**config.mk**
```make
export PLATFORM = sky130hd
export DESIGN_NAME = word_dealigner
export DESIGN_NICKNAME = d
export VERILOG_FILES = /design/src/rtl/word_align_pkg.sv /design/src/rtl/word_dealigner.sv
export SDC_FILE = /design/constraint.sdc
export NUM_CORES = 1
export LEC_CHECK = 0
export CORE_UTILIZATION = 45
export CTS_BUF_LIST = sky130_fd_sc_hd__clkbuf_8
export DETAILED_ROUTE_END_ITERATION = 16
export HOLD_SLACK_MARGIN = 0.15
export PLACE_DENSITY = 0.91
export RECOVER_POWER = 25
export SYNTH_ARGS = -nofsm -noshare
export SYNTH_HDL_FRONTEND = slang
export SYNTH_SLANG_ARGS = --single-unit
```
**constraint.sdc**
```tcl
create_clock -name clk -period 1.4 [get_ports clk]
set_clock_uncertainty 0.15 [all_clocks]
set_input_delay 0.14 -clock clk [delete_from_list [all_inputs] [get_ports clk]]
set_output_delay 0.14 -clock clk [all_outputs]
set_load 0.05 [all_outputs]
```
**src/rtl/word_align_pkg.sv**
```systemverilog
// Definitions shared by the word aligner and dealigner: the default word
// width and the three-state handshake FSM encoding.
package word_align_pkg;

   localparam int WIDTH_DEFAULT = 8;

   typedef enum logic [1:0] {
      IDLE  = 2'd0,
      SHIFT = 2'd1,
      DONE  = 2'd2
   } state_e;

endpackage

```
**src/rtl/word_dealigner.sv**
```systemverilog
// Restores a left-aligned word by shifting it right one bit per cycle.
// A sticky flag records whether any 1-bit fell off the LSB.
//
// state | meaning
// IDLE  | ready for a new word; outputs hold the last result
// SHIFT | one right shift per cycle until the counter reaches 1
// DONE  | restored word valid, held until out_ready
module word_dealigner
   import word_align_pkg::*;
#(
   parameter int WIDTH = WIDTH_DEFAULT,
   parameter int SW    = $clog2(WIDTH)
) (
   input  logic             clk,
   input  logic             reset,
   input  logic             in_valid,
   output logic             in_ready,
   input  logic [WIDTH-1:0] in_word,
   input  logic [SW-1:0]    in_shift,
   output logic             out_valid,
   input  logic             out_ready,
   output logic [WIDTH-1:0] out_word,
   output logic             out_lost
);

   // Shift counts past WIDTH only exist for non-power-of-2 widths; WIDTH
   // then still fits in SW bits, so the counter can hold the saturated value.
   localparam logic [SW:0] WIDTH_SAT = (SW+1)'(WIDTH);

   state_e           state_q, state_d;
   logic [WIDTH-1:0] data_q,  data_d;
   logic [SW-1:0]    cnt_q,   cnt_d;
   logic             lost_q,  lost_d;

   always_comb begin
      state_d = state_q;
      data_d  = data_q;
      cnt_d   = cnt_q;
      lost_d  = lost_q;
      unique case (state_q)
         IDLE: begin
            if (in_valid) begin
               data_d = in_word;
               lost_d = 1'b0;
               if ({1'b0, in_shift} >= WIDTH_SAT) begin
                  cnt_d = WIDTH_SAT[SW-1:0];
               end else begin
                  cnt_d = in_shift;
               end
               state_d = (in_shift == '0) ? DONE : SHIFT;
            end
         end
         SHIFT: begin
            data_d = {1'b0, data_q[WIDTH-1:1]};
            lost_d = lost_q | data_q[0];
            cnt_d  = cnt_q - SW'(1);
            if (cnt_q == SW'(1)) begin
               state_d = DONE;
            end
         end
         DONE: begin
            if (out_ready) begin
               state_d = IDLE;
            end
         end
         default: state_d = IDLE;
      endcase
   end

   always_ff @(posedge clk or posedge reset) begin
      if (reset) begin
         state_q <= IDLE;
         data_q  <= '0;
         cnt_q   <= '0;
         lost_q  <= 1'b0;
      end else begin
         state_q <= state_d;
         data_q  <= data_d;
         cnt_q   <= cnt_d;
         lost_q  <= lost_d;
      end
   end

   assign in_ready  = (state_q == IDLE);
   assign out_valid = (state_q == DONE);
   assign out_word  = data_q;
   assign out_lost  = lost_q;

endmodule

```
Word level (Yosys, flattened, before mapping). Cells that the tools add are included.

$add $sub $neg: 1. Muxes and demuxes: 11. Reductions and logical operators: 5. Equal/unequal tests: 6. Bitwise logic cells: 1.

Operators with widths (number): case mux 8 bit (2 select lines) (1); two-way mux 2 bit (4); two-way mux 8 bit (1); case mux 2 bit (3 select lines) (1); case mux 3 bit (2 select lines) (1); inequality test 2 bit, second input constant (2); == test 3 x 1 -> 1 bit, second input constant (1); logical NOT 3 bit (1); two-way mux 3 bit (1); AND reduction 3 bit (1); subtractor 3 x 1 -> 3 bit, second input constant (1); == test 2 x 1 -> 1 bit, second input constant (1); == test 2 bit, second input constant (1); logical NOT 2 bit (1); inequality test 2 x 1 -> 1 bit, second input constant (1); case mux 1 bit (2 select lines) (1); AND reduction 2 bit (1); nonzero test 2 bit (1); two-way mux 1 bit (1); bitwise OR 1 bit (1).

Output and inout bits: 11. Logic and storage cells: 28. Bits of input ports: 15. Register bits after elaboration: 14.

Logic depth before layout (Yosys ltp). Gate-level depths: netlist of the first run.

Depth after elaboration: 4. Depth in mapped cells: 5.

Least setup slack after synthesis of the first run. Ideal clock, no wire load.

Path kind: register to register. From: register state_q[0]. To: register data_q[7], in the netlist out_word[7]. Data arrival time: 1.476 ns. Setup time: 0.070 ns. Buffers on the path: 1. Slack: -0.296 ns. Stages on the path, launching flop included: 4. Period minus slack after synthesis: 1.696 ns. Path through: dfrtp_1 > buf_6 > nor2_1 > a32o_1.

Word-level cells in the longest chain between the ends: 3. Elaborated cells on any way between the ends: 6.

Ends and longest elaborated chain: from (decl) (line word_dealigner.sv:30) `state_e state_q, state_d;`; from (signal assigned) (line word_dealigner.sv:77) `state_q <= state_d;`; logical NOT 2 bit (*); net in_ready (line word_dealigner.sv:17) `output logic in_ready,`; inequality test 2 bit (no source line) or nonzero test 2 bit (tied branches); AND reduction 2 bit (no source line); to (signal assigned) (line word_dealigner.sv:78) `data_q <= data_d;`; to (decl) (line word_dealigner.sv:31) `logic [WIDTH-1:0] data_q, data_d;`.

The timed path passes the listed nets; every way through them passes the cells marked *. A chain may end at the register's enable or synchronous reset.

Final worst setup path of the first run.
From: register state_q[0]. To: output in_ready.

Word-level cells in the longest chain between the ends: 1.

Ends and longest elaborated chain: logical NOT 2 bit (line word_dealigner.sv:84) `assign in_ready = (state_q == IDLE);`; to (decl) (line word_dealigner.sv:17).

No other way between the ends.

==> results of run 1 <==
==> cells in the final DEF (no fill, tap or decap) <==
master,netlist,final
nand2_1,9,9
o21ai_0,10,9
o22ai_1,1,1
o21ai_1,1,2
inv_2,1,1
nor2_4,0,2
a32oi_1,2,2
dfrtp_1,14,13
or3_1,1,1
clkbuf_2,0,7
buf_12,0,5
nor3_1,1,1
inv_1,6,6
clkdlybuf4s50_1,0,14
a21oi_1,10,10
nor2_1,3,1
o21bai_2,0,1
nor2b_1,1,1
dfrtp_2,0,1
a22oi_1,3,3
clkbuf_8,0,4
and3b_1,5,5
and2b_4,1,1
dlygate4sd3_1,0,1
nand2b_1,2,2
buf_4,1,7
a32o_1,1,1
ha_1,2,2
==> worst max-delay path: stages (launching register included) <==
cell and delay [ps]:
dfrtp_1 390, buf_4 170, nor2_4 120, buf_12 150
==> flip-flops by register name (all words and copies together) (netlist names) <==
signal,flops
cnt_q,3
state_q,2
out_word,8
out_lost,1
==> metrics by stage <==
stage	total power [mW]	std cells	hold slack [ps]	TNS [ps]
finish	3.01	129	353	0
global route	3.17	129	390	-2.02
global placement	2.74	124	304	-464
detailed placement	2.82	124	323	-1010
CTS	3.24	129	356	0
floorplan	1.90	79	-121	-24.5
==> cell type report <==
type,instances,area share (%)
Clock buffer,4,4.86
Inverter,7,2.32
Multi-Input combinational cell,54,30.2
Sequential cell,14,31.0
Tap cell,16,1.77
Timing Repair Buffer,34,29.8
==> routing by layer <==
| layer | up-vias | wire (um) |
|---|---|---|
| li1 | 347 | - |
| met1 | 349 | 819 |
| met2 | 18 | 956 |
| met3 | 2 | 73 |
| met4 | 0 | 8 |
| met5 | - | 0 |
==> logic make-up after synthesis <==
group	after synthesis	synth area share (%)
and+or+nand+nor	23	17.5
AOI/OAI and AO/OA	29	22.9
adders and majority gates	2	3.39
DFF	14	47.5
buffers and inverters	11	8.81
==> power breakdown <==
part / leakage, nW / switching [mW] / internal, mW
combinational: 0.323 / 1.09 / 0.758
sequential: 0.175 / 0.178 / 0.599
clock: 0.0288 / 0.144 / 0.249
total: 0.527 / 1.41 / 1.61
==> worst max-delay path by stage <==
stage / startpoint / to / depth (start not counted) / slack [ps]
global placement: in_valid / cnt_q[2]$_DFFE_PP0P_ / 5 / -70
finish: state_q[0]$_DFFE_PP0P_ / in_ready / 3 / 30
CTS: state_q[0]$_DFFE_PP0P_ / out_valid / 3 / 7
floorplan: state_q[0]$_DFFE_PP0P_ / out_word[7]$_DFFE_PP0P_ / 3 / -20
global route: state_q[0]$_DFFE_PP0P_ / in_ready / 3 / -2
detailed placement: in_valid / cnt_q[2]$_DFFE_PP0P_ / 5 / -120
==> timing repair <==
action / in CTS / in global routing
setup buffers: 0 / 0
gates resized for setup: 1 / 4
hold endpoints to repair: 14 / 0
setup endpoints to repair: 1 / 8
hold buffers: 1 / 0
==> results.cfg, run 1 <==
[power_and_ir_drop]
ir_drop_mv = 1.51
cellPowerDensity_nw_per_um2 = 2660
total_leakage_power_nw = 0.527

[clocking]
cts.htree.levels = 1
tritoncts = yes
clock_sinks = 14
path_clk_slew_ps = 60
clock_path_buffers = 2
root_buffer = clkbuf_8
clk_latency_ps = 240
numCtsBuffers = 3

[sta]
setup_viol_count_final = 0
fmax_mhz = 731
setup_slack_ps = 32.2
slew_headroom_pct = 76.4
slew_viol_final = 0
finalHoldViolCount = 0
rsz0062_at_grt = yes
timing.final.crit_share_pct = 97.7
finalCriticalPeriod_ps = 1370
worstMarginPinSlew_ps = 354

[worst_setup_path]
cp.required_ps = 1110
r2r_cells = 4
ff2ff_setup_slack_ps = 70
cp.arrival_ps = 1080
start_kind = flip-flop
r2r_end = cnt_q[2]$_DFFE_PP0P_
timing.rr.start = state_q[1]$_DFFE_PP0P_
cp_max_fo = 6
path_class = reg -> out
critPathCaptureType = output pin

[synth]
yosysWarnings = 0
synthCells = 79
ys_ff_latch = 14
synth_area_um2 = 738
synth_most_common_cell = dfrtp_1
async_reset_ff_share_pct = 100
avgSynthCellArea_um2 = 9.34
synth_top_cell_by_area = dfrtp_1
synth_edf_count = 0
synthFlopType = dfrtp_1
synth_top_area_share_pct = 47.5
yosysSeqAreaShare_pct = 47.5
synthTopCellsByCount = dfrtp_1 (14), a21oi_1 (10), o21ai_0 (10)
synthTopCellsByArea = dfrtp_1 (47%), a21oi_1 (6.8%), o21ai_0 (6.8%), and3b_1 (5.9%), nand2_1 (4.6%)
syn-num-nets = 96
synth_cell_types = 24

[detailed_routing]
drt-total-wl_um = 1860
first_pass_iters = 4
wire_per_inst_um = 14.4
routed_via_density = 5.55
drtAntennaViolNets = 0
drc = 0
drtIter0Drc = 12
num_vias = 716

[cells_and_area]
final_cell_area_um2 = 1130
area_delta_synth_final_pct = 53.4
seq_area_um2 = 352
n_antenna_cell = 0
drive_gt1_share_pct = 25.7
post-route-util_pct = 74.3
final_nets = 131
fillCellCount = 105
multiInputGateArea_um2 = 342

[hold_path]
hold_depth = 2
min_to = cnt_q[1]$_DFFE_PP0P_
min_from = cnt_q[1]$_DFFE_PP0P_
hp-class = reg -> reg

[floorplan]
die_y_um = 42.5
io-pin-count = 26
dieArea_um2 = 1810
die-width_um = 42.5
coreArea_um2 = 1520
rows = 14
start_util_pct = 48.4

[grt]
grtUsageMet2_pct = 36.3
grt_max_degree = 15
use_met1_pct = 30.4
grtUsageTotal_pct = 22.7
grt_pass1_wl_um = 3050
grt_overflow_total = 0
busiest_layer = met2
antenna_found_initial = 0
met3_usage_pct = 2.59
grt_pass1_vias = 697

[placed_design]
hpwl_um = 1340
port_buffers = 25
place_area_um2 = 1140
preCtsSetupSlack_ps = -123
globalplace.congestion = 0.767

[status]
outcome = finished, final reports clean

[flow_run]
cap_violations = 0
Power figures use the tool's default switching activity.
==> inputs of run 2 (changes only) <==
Settings changed: SETUP_SLACK_MARGIN set to 0.1, SKIP_LAST_GASP set to 1, SLEW_MARGIN set to 20.
==> run 2 against run 1 <==
Effect of this change: worst setup slack worse by 91 ps; highest routed layer unchanged; flip-flop and latch count unchanged; critical path depth increased by 2; cell count up 10%; the flow now finishes with violations (setup timing); clock power down 11%; sequential power up 13%; clock-buffer cell count is 1 lower.
==> results.cfg, run 2 (synthesized netlist as in run 1, its figures left out) <==
[status]
outcome = finished with violations
violations = setup timing

[detailed_routing]
wire_per_inst_um = 22.4
drtIter0Drc = 43
drtAntennaViolNets = 0
routed_via_density = 6.23
drc = 0
drt-total-wl_um = 3170
first_pass_iters = 4
num_vias = 885

[hold_path]
hold_depth = 2
hp-class = reg -> reg
min_from = cnt_q[1]$_DFFE_PP0P_
min_to = cnt_q[1]$_DFFE_PP0P_

[floorplan]
dieArea_um2 = 1810
rows = 14
die-width_um = 42.5
die_y_um = 42.5
start_util_pct = 48.4
io-pin-count = 26
coreArea_um2 = 1520

[power_and_ir_drop]
pwr-share-clk_pct = 8.8
intPower_mw = 2.14
p_seq_share_pct = 22.1
switching_share_pct = 46.0
power_switching_mw = 1.83
total_leakage_power_nw = 0.633
cellPowerDensity_nw_per_um2 = 2850
p_comb_share_pct = 69.1
ir_drop_mv = 2.19
finalPower_mw = 3.97

[worst_setup_path]
timing.rr.start = state_q[0]$_DFFE_PP0P_
path_class = reg -> reg
crit_chain = buf_6 > buf_4 > and3b_1 > a21oi_1 > o21ai_1
critPathCaptureType = flip-flop
slowest_delay_ps = 460
r2r_end = out_word[6]$_DFFE_PP0P_
cp_max_fo = 5
start_kind = flip-flop
cp.arrival_ps = 1470
r2r_cells = 5
ff2ff_setup_slack_ps = -60
crit_slowest_cell = dfrtp_2
cp.required_ps = 1410

[cells_and_area]
multiInputGateArea_um2 = 388
fillCellCount = 55
final_common_cell = clkdlybuf4s50_1
area_delta_synth_final_pct = 88.3
seq_area_um2 = 353
n_antenna_cell = 0
drive_gt1_share_pct = 42.9
final_cell_mix = clkdlybuf4s50_1 (13), dfrtp_1 (12), buf_4 (12), buf_12 (11), nand2_1 (9)
final_nets = 145
largest_reg_flops = 8

[sta]
slew_headroom_pct = 75.2
setup_slack_ps = -58.4
rsz0062_at_grt = yes
hold_ws_ps = 356
setup_tns_ps = -190
slew_viol_final = 0
worstMarginPinSlew_ps = 372
fmax_mhz = 686
finalHoldViolCount = 0
finalCriticalPeriod_ps = 1460
timing.final.crit_share_pct = 104
setup_viol_count_final = 6

[clocking]
root_buffer = clkbuf_8
clock_path_buffers = 2
tritoncts = yes
cts.htree.levels = 1
path_clk_slew_ps = 60
numCtsBuffers = 3
clk_latency_ps = 250
clock_sinks = 14

[grt]
grtUsageTotal_pct = 33.9
grt_pass1_wl_um = 4380
grt_overflow_total = 0
antenna_found_initial = 0
grt_pass1_vias = 865
grt_max_degree = 15

[placed_design]
globalplace.congestion = 0.816
preCtsSetupSlack_ps = -173
port_buffers = 25
hpwl_um = 1500

[flow_run]
cap_violations = 0
-- run 2: cell types whose count changed in the layout (fill, tap and decap cells not counted), sizes merged --
cell	before	now
dlygate4sd2	0	1
buf	12	32
clkdlybuf4s50	14	13
clkbuf	11	4
-- run 2: area by class of cell --
cell class	instances	area share, %
clock buffer	3	2.97
inverter	7	2.07
multi-input combinational	54	27.9
sequential	14	25.4
tap	16	1.44
timing repair buffer	48	40.2
-- run 2: power groups by stage --
| stage | clock (mW) | sequential (mW) | combinational [mW] |
|---|---|---|---|
| after floorplan | 0 | 1.12 | 0.814 |
| after global placement | 0 | 0.816 | 1.97 |
| after detailed placement | 0 | 0.838 | 2.04 |
| after CTS | 0.326 | 0.840 | 2.33 |
| after global routing | 0.366 | 0.888 | 2.84 |
| final | 0.349 | 0.876 | 2.74 |
-- run 2: worst max path at each step --
stage                           start                       to  slack [ps]  cells after the start
3_3_place_gp                 in_valid     cnt_q[2]$_DFFE_PP0P_         -30                      5
3_5_place_dp                 in_valid  out_word[4]$_DFFE_PP0P_        -170                      5
2_1_floorplan  state_q[0]$_DFFE_PP0P_  out_word[7]$_DFFE_PP0P_         170                      3
5_1_grt        state_q[0]$_DFFE_PP0P_                 in_ready         -60                      3
6_report       state_q[0]$_DFFE_PP0P_  out_word[6]$_DFFE_PP0P_         -60                      5
4_1_cts        state_q[0]$_DFFE_PP0P_                 in_ready           4                      3
-- run 2: worst max-delay path: cells and delay by family (launching register included) --
kind                   cells  cell delay (ps)
flip-flops                 1              460
buffers and inverters      2              280
AO/OA/AOI/OAI              2              250
AND/OR/NAND/NOR            1              220
-- run 2: stage by stage --
stage | cells | cell area, um^2 | utilization (%)
2_1_floorplan | 79 | 753 | -
3_3_place_gp | 126 | 1170 | 76.8
3_5_place_dp | 126 | 1170 | 76.8
4_1_cts | 138 | 1310 | 86.0
5_1_grt | 142 | 1390 | 91.2
6_report | 142 | 1390 | 91.2
-- run 2: per-layer routing --
layer,share of wire (%),vias to the layer above,wire (um),track usage [%]
met1,36,418,1130,38.9
li1,-,371,-,-
met2,49,74,1560,57.8
met3,8.0,22,255,3.45
met4,7.1,0,226,24.4
met5,0,-,0,0
-- run 2: repair_timing --
action,4_1_cts,5_1_grt
resized for setup,14,20
hold endpoints to repair,14,0
pin swaps,7,5
hold buffers,1,0
setup buffers,8,3
endpoints found under the setup margin,9,14
cloned,0,1
